### src/rtl/muldiv_unit.sv
`default_nettype none
// ============================================================================
// Module   : muldiv_unit
// Brief    : Iterative RV32M multiply/divide (radix-2 shift-add, restoring div)
// Revision : 1.0  initial release
// ============================================================================
module muldiv_unit #(
    parameter int WIDTH = 32,
    parameter int CNT_W = 6
) (
    input  logic             clk,
    input  logic             rst,
    input  logic             start,
    input  logic             flush,
    input  logic [2:0]       funct3,
    input  logic [WIDTH-1:0] a,
    input  logic [WIDTH-1:0] b,
    output logic             busy,
    output logic             done,
    output logic [WIDTH-1:0] result
);

    typedef enum logic [1:0] {
        S_IDLE = 2'd0,
        S_CALC = 2'd1,
        S_FIX  = 2'd2,
        S_DONE = 2'd3
    } state_t;

    localparam logic [WIDTH-1:0] c_min     = {1'b1, {(WIDTH-1){1'b0}}};
    localparam logic [CNT_W-1:0] c_last    = CNT_W'(WIDTH - 1);
    localparam logic [CNT_W-1:0] c_cnt_one = CNT_W'(1);

    state_t               r_state;
    logic [CNT_W-1:0]     r_cnt;
    logic [2:0]           r_op;
    logic                 r_neg;
    logic [WIDTH-1:0]     r_y;
    logic [2*WIDTH-1:0]   r_acc;

    // Operand preparation on the request side
    logic             w_sgn_a, w_sgn_b, w_neg_a, w_neg_b;
    logic             w_div_zero, w_ovf, w_fast;
    logic [WIDTH-1:0] w_mag_a, w_mag_b;

    assign w_sgn_a    = funct3[2] ? ~funct3[0] : (funct3[1:0] == 2'b01 || funct3[1:0] == 2'b10);
    assign w_sgn_b    = funct3[2] ? ~funct3[0] : (funct3[1:0] == 2'b01);
    assign w_neg_a    = w_sgn_a & a[WIDTH-1];
    assign w_neg_b    = w_sgn_b & b[WIDTH-1];
    assign w_mag_a    = w_neg_a ? -a : a;
    assign w_mag_b    = w_neg_b ? -b : b;
    assign w_div_zero = funct3[2] && (b == {WIDTH{1'b0}});
    assign w_ovf      = funct3[2] && !funct3[0] && (a == c_min) && (b == {WIDTH{1'b1}});
    assign w_fast     = w_div_zero | w_ovf;

    // Multiply step: multiplier sits in the low half and shifts out as the product shifts in
    logic [WIDTH:0]     w_mul_sum;
    logic [2*WIDTH-1:0] w_mul_next;

    assign w_mul_sum  = {1'b0, r_acc[2*WIDTH-1:WIDTH]} + {1'b0, (r_acc[0] ? r_y : {WIDTH{1'b0}})};
    assign w_mul_next = {w_mul_sum, r_acc[WIDTH-1:1]};

    // Divide step: remainder in the high half, dividend/quotient in the low half
    logic [WIDTH:0]     w_div_shift, w_div_trial;
    logic               w_div_ok;
    logic [2*WIDTH-1:0] w_div_next;

    assign w_div_shift = r_acc[2*WIDTH-1:WIDTH-1];
    assign w_div_trial = w_div_shift - {1'b0, r_y};
    assign w_div_ok    = ~w_div_trial[WIDTH];
    assign w_div_next  = {(w_div_ok ? w_div_trial[WIDTH-1:0] : w_div_shift[WIDTH-1:0]),
                          r_acc[WIDTH-2:0], w_div_ok};

    // Sign fix-up and word selection
    logic [2*WIDTH-1:0] w_prod;
    logic [WIDTH-1:0]   w_dsel, w_dval, w_fix;

    assign w_prod = r_neg ? -r_acc : r_acc;
    assign w_dsel = r_op[1] ? r_acc[2*WIDTH-1:WIDTH] : r_acc[WIDTH-1:0];
    assign w_dval = r_neg ? -w_dsel : w_dsel;
    assign w_fix  = r_op[2] ? w_dval :
                    (r_op[1:0] == 2'b00) ? w_prod[WIDTH-1:0] : w_prod[2*WIDTH-1:WIDTH];

    always_ff @(posedge clk) begin
        if (rst) begin
            r_state <= S_IDLE;
            r_cnt   <= '0;
            r_op    <= '0;
            r_neg   <= 1'b0;
            r_y     <= '0;
            r_acc   <= '0;
            busy    <= 1'b0;
            done    <= 1'b0;
            result  <= '0;
        end else begin
            done <= 1'b0;
            case (r_state)
                S_IDLE: begin
                    if (start && !flush) begin
                        r_op  <= funct3;
                        r_y   <= w_mag_b;
                        r_cnt <= '0;
                        busy  <= 1'b1;
                        if (w_fast) begin
                            // Special results are preloaded so FIX passes them straight through
                            r_neg   <= 1'b0;
                            r_acc   <= w_div_zero ? {a, {WIDTH{1'b1}}} : {{WIDTH{1'b0}}, c_min};
                            r_state <= S_FIX;
                        end else begin
                            r_neg   <= (funct3[2] && funct3[1]) ? w_neg_a : (w_neg_a ^ w_neg_b);
                            r_acc   <= {{WIDTH{1'b0}}, w_mag_a};
                            r_state <= S_CALC;
                        end
                    end
                end
                S_CALC: begin
                    if (flush) begin
                        busy    <= 1'b0;
                        r_state <= S_IDLE;
                    end else begin
                        r_acc <= r_op[2] ? w_div_next : w_mul_next;
                        if (r_cnt == c_last) begin
                            r_state <= S_FIX;
                        end else begin
                            r_cnt <= r_cnt + c_cnt_one;
                        end
                    end
                end
                S_FIX: begin
                    if (flush) begin
                        busy    <= 1'b0;
                        r_state <= S_IDLE;
                    end else begin
                        result  <= w_fix;
                        done    <= 1'b1;
                        busy    <= 1'b0;
                        r_state <= S_DONE;
                    end
                end
                S_DONE: begin
                    r_state <= S_IDLE;
                end
                default: begin
                    r_state <= S_IDLE;
                end
            endcase
        end
    end

endmodule
`default_nettype wire

### config.mk
export PLATFORM = sky130hd
export DESIGN_NAME = muldiv_unit
export DESIGN_NICKNAME = d
export VERILOG_FILES = /design/src/rtl/muldiv_unit.sv
export SDC_FILE = /design/constraint.sdc
export NUM_CORES = 1
export LEC_CHECK = 0
export CORE_MARGIN = 2
export CORE_UTILIZATION = 55
export DETAILED_ROUTE_END_ITERATION = 8
export PLACE_DENSITY = 0.76
export SKIP_LAST_GASP = 1
export SLEW_MARGIN = 15
export SYNTH_ARGS = -nofsm -noshare
export SYNTH_HDL_FRONTEND = slang
export SYNTH_SLANG_ARGS = --single-unit
### constraint.sdc
create_clock -name clk -period 6.5 [get_ports clk]
set_clock_uncertainty 0.15 [all_clocks]
set_input_delay 0.65 -clock clk [delete_from_list [all_inputs] [get_ports clk]]
set_output_delay 0.65 -clock clk [all_outputs]
set_load 0.02 [all_outputs]
==> results.toml <==
[timing]
setup_tns_ps = 0
final_hold_viol_count = 0
worst_slack_ps = 1360
relSlewSlack_pct = 23.1
finalCritPeriodShare_pct = 79.1
finalSetupViolCount = 0
fin_crit_ps = 5140
rsz0062_at_grt = "no"
holdWs_ps = 291
tightest_slew_ps = 1120
final_max_slew_viol_count = 0
max_clock_freq_mhz = 195

[yosys]
ys_warn_count = 0
async_reset_ff_share_pct = 0
synth_edf_count = 0
syn_area_per_cell_um2 = 7.01
synth-compound-area-share_pct = 27.0
ys_seq_area_share_pct = 19.2
synthMuxAreaShare_pct = 6.39
syn_area_mm2 = 0.0148
synth_nets = 2257
synth_top_family_by_area = "compound AO/OA/AOI/OAI gates"
yosys.area_share.simple_pct = 23.6
synth_adder_area_share_pct = 6.53
synthCells = 2110
ys_ff_latch = 142
synth.distinct_cells = 77
synth_xor_xnor_area_share_pct = 11.2
synth_ff_type = "dfxtp_1"

[pwr]
irDropWorstVdd_mv = 0.218
p_leak_nw = 6.04
p_per_area_mw_per_mm2 = 392

[route]
met1_length_um = 19800
route.met2.wl_um = 20600
num_vias = 15388
drtIter0Drc = 1263
first_pass_iters = 9
remaining_drc_errors = 0
highest_layer = "met4"
ant_nets = 0
drt_wl_total_um = 45600
via_per_inst = 6.30
wire_per_inst_um = 18.7
routed-wl-met3_um = 3640

[die]
rows = 60
initial_utilization_pct = 55.5
fp.dieW_um = 168
die_area_mm2 = 0.0282
core_mm2 = 0.0267
die_h_um = 168
io_pins = 105

[global_routing]
grt_pass1_vias = 14074
grt_overflow_total = 0
grt_start_max_net_pins = 74
antenna_found_initial = 2
grt_pass1_wl_um = 73500
grtUsageTotal_pct = 31.9

[placed_design]
globalplace.congestion = 0.967
portBuffers = 104
dp_slack_ps = 1470
place_area_mm2 = 0.0158
place_inst = 2407
dp_hpwl_um = 33700

[cts]
clockBufferDepth = 2
cts-htree-levels = 4
numClockSinks = 142
cts_buffers = 17
clk_latency_ps = 440
cts_hold_buf = 0
cts-root-buf = "clkbuf_16"
postCtsSetupBuffers = 0
tritoncts = "yes"
clk_pin_slew_ps = 70
post_cts_resized = 0

[finish]
layout_common_cells = "nor2_1 (252), a21oi_1 (228), nand2_1 (173), dfxtp_1 (139), o21ai_0 (137)"
final_nets = 2232
drive_gt1_share_pct = 5.05
n_fill_cell = 2471
area_growth_pct = 10.9
fin_cells = 2441
design_area_mm2 = 0.0164
layout_commonest_cell = "nor2_1"

[setup_path]
crit_path_end_kind = "flip-flop"
cp_max_fo = 34
arrival_ps = 5300
start_kind = "flip-flop"
worstSetupPathType = "reg2reg"
cp.required_ps = 6660

[worst_hold_path]
holdCritPathClass = "reg2reg"

[run_status]
status = "finished, final reports clean"

[flow_run]
drv_cap = 0
[stage by stage]
step           power [mW]  util [%]
2_1_floorplan        4.31         -
5_1_grt              6.89      61.6
3_3_place_gp         5.25      59.3
3_5_place_dp         5.29      59.3
4_1_cts              6.34      61.5
6_report             6.44      61.6
[layout make-up]
class,count,area (um^2),area share [%]
tap,341,427,2.60
multi-input combinational,1733,11100,67.5
sequential,142,2850,17.4
timing repair buffer,124,1190,7.25
inverter,67,251,1.53
clock inverter,12,159,0.969
antenna,2,5.00,0.0305
clock buffer,20,447,2.72
[where the power goes]
| group | internal, mW | switching, mW | total [mW] | leakage, nW |
|---|---|---|---|---|
| Clock | 0.617 | 0.426 | 1.04 | 0.288 |
| Combinational | 1.62 | 2.34 | 3.96 | 4.59 |
| Sequential | 1.05 | 0.388 | 1.43 | 1.16 |
[final timing paths]
check                                start         end  slack, ps  cells past startpoint
worst max-delay path              r_acc[0]   r_acc[61]       1360                     13
worst min-delay path            result[21]  result[21]        290                      2
worst max register to register    r_acc[0]   r_acc[61]       1360                     13
worst min register to register  result[21]  result[21]        290                      2
[synthesized netlist by cell type (8+ instances only)]
| master | n | area [um^2] |
|---|---|---|
| o31ai_1 | 28 | 210 |
| o21ai_0 | 137 | 686 |
| a221oi_1 | 21 | 184 |
| xnor2_1 | 108 | 946 |
| or4_1 | 12 | 90.1 |
| nor3_1 | 87 | 435 |
| nand3b_1 | 8 | 60.1 |
| o311ai_0 | 9 | 78.8 |
| o41ai_1 | 8 | 70.1 |
| a21oi_1 | 228 | 1140 |
| and2_1 | 14 | 87.6 |
| or3_1 | 33 | 206 |
| nor2_1 | 254 | 953 |
| nand2b_1 | 23 | 144 |
| a2111oi_0 | 8 | 70.1 |
| a311oi_1 | 12 | 105 |
| or2_2 | 14 | 87.6 |
| nand3_1 | 31 | 155 |
| nand4_1 | 23 | 144 |
| nor2b_1 | 18 | 113 |
| ha_1 | 74 | 926 |
| mux2_2 | 20 | 225 |
| o21a_1 | 9 | 67.6 |
| dfxtp_1 | 142 | 2840 |
| buf_1 | 17 | 63.8 |
| a211oi_1 | 60 | 450 |
| a21o_1 | 31 | 233 |
| o211ai_1 | 16 | 120 |
| clkbuf_1 | 145 | 544 |
| a31oi_1 | 16 | 100 |
| and3_1 | 14 | 87.6 |
| mux2i_1 | 72 | 721 |
| nor4_1 | 15 | 93.8 |
| xor2_1 | 81 | 709 |
| nand2_1 | 173 | 649 |
| inv_1 | 66 | 248 |
[worst max-delay path, stage by stage (launching register included)]
cell and delay, ps:
dfxtp_1 430, clkinv_1 800, nor2_1 470, fa_1 270, a21oi_1 100, o22ai_1 220, o21ai_0 200, a2111oi_0 990
o311ai_0 340, a21oi_1 290, o41a_1 220, xor2_1 80, a2111oi_0 380, a211oi_1 70
[per-layer routing]
layer	vias up	track usage [%]
met5	-	0
met4	0	13.1
met3	92	4.07
met2	680	52.3
met1	7050	42.5
li1	7566	-
[cell families (layout without fill, tap and decap cells)]
| group | Yosys count | count (layout) |
|---|---|---|
| flip-flops | 142 | 142 |
| multiplexers | 92 | 92 |
| AND/OR/NAND/NOR | 739 | 739 |
| AO/OA/AOI/OAI | 637 | 637 |
| other | 0 | 2 |
| buffers and inverters | 235 | 223 |
| XOR/XNOR | 189 | 189 |
| adder cells (fa/ha/maj) | 76 | 76 |
[sequential cells by signal, summed over array words and instances, names as in the netlist]
name,flops
busy,1
done,1
r_acc,64
r_cnt,6
r_neg,1
r_op,3
r_state,2
r_y,32
result,32
Note: power is estimated with default switching activity, not from simulation.
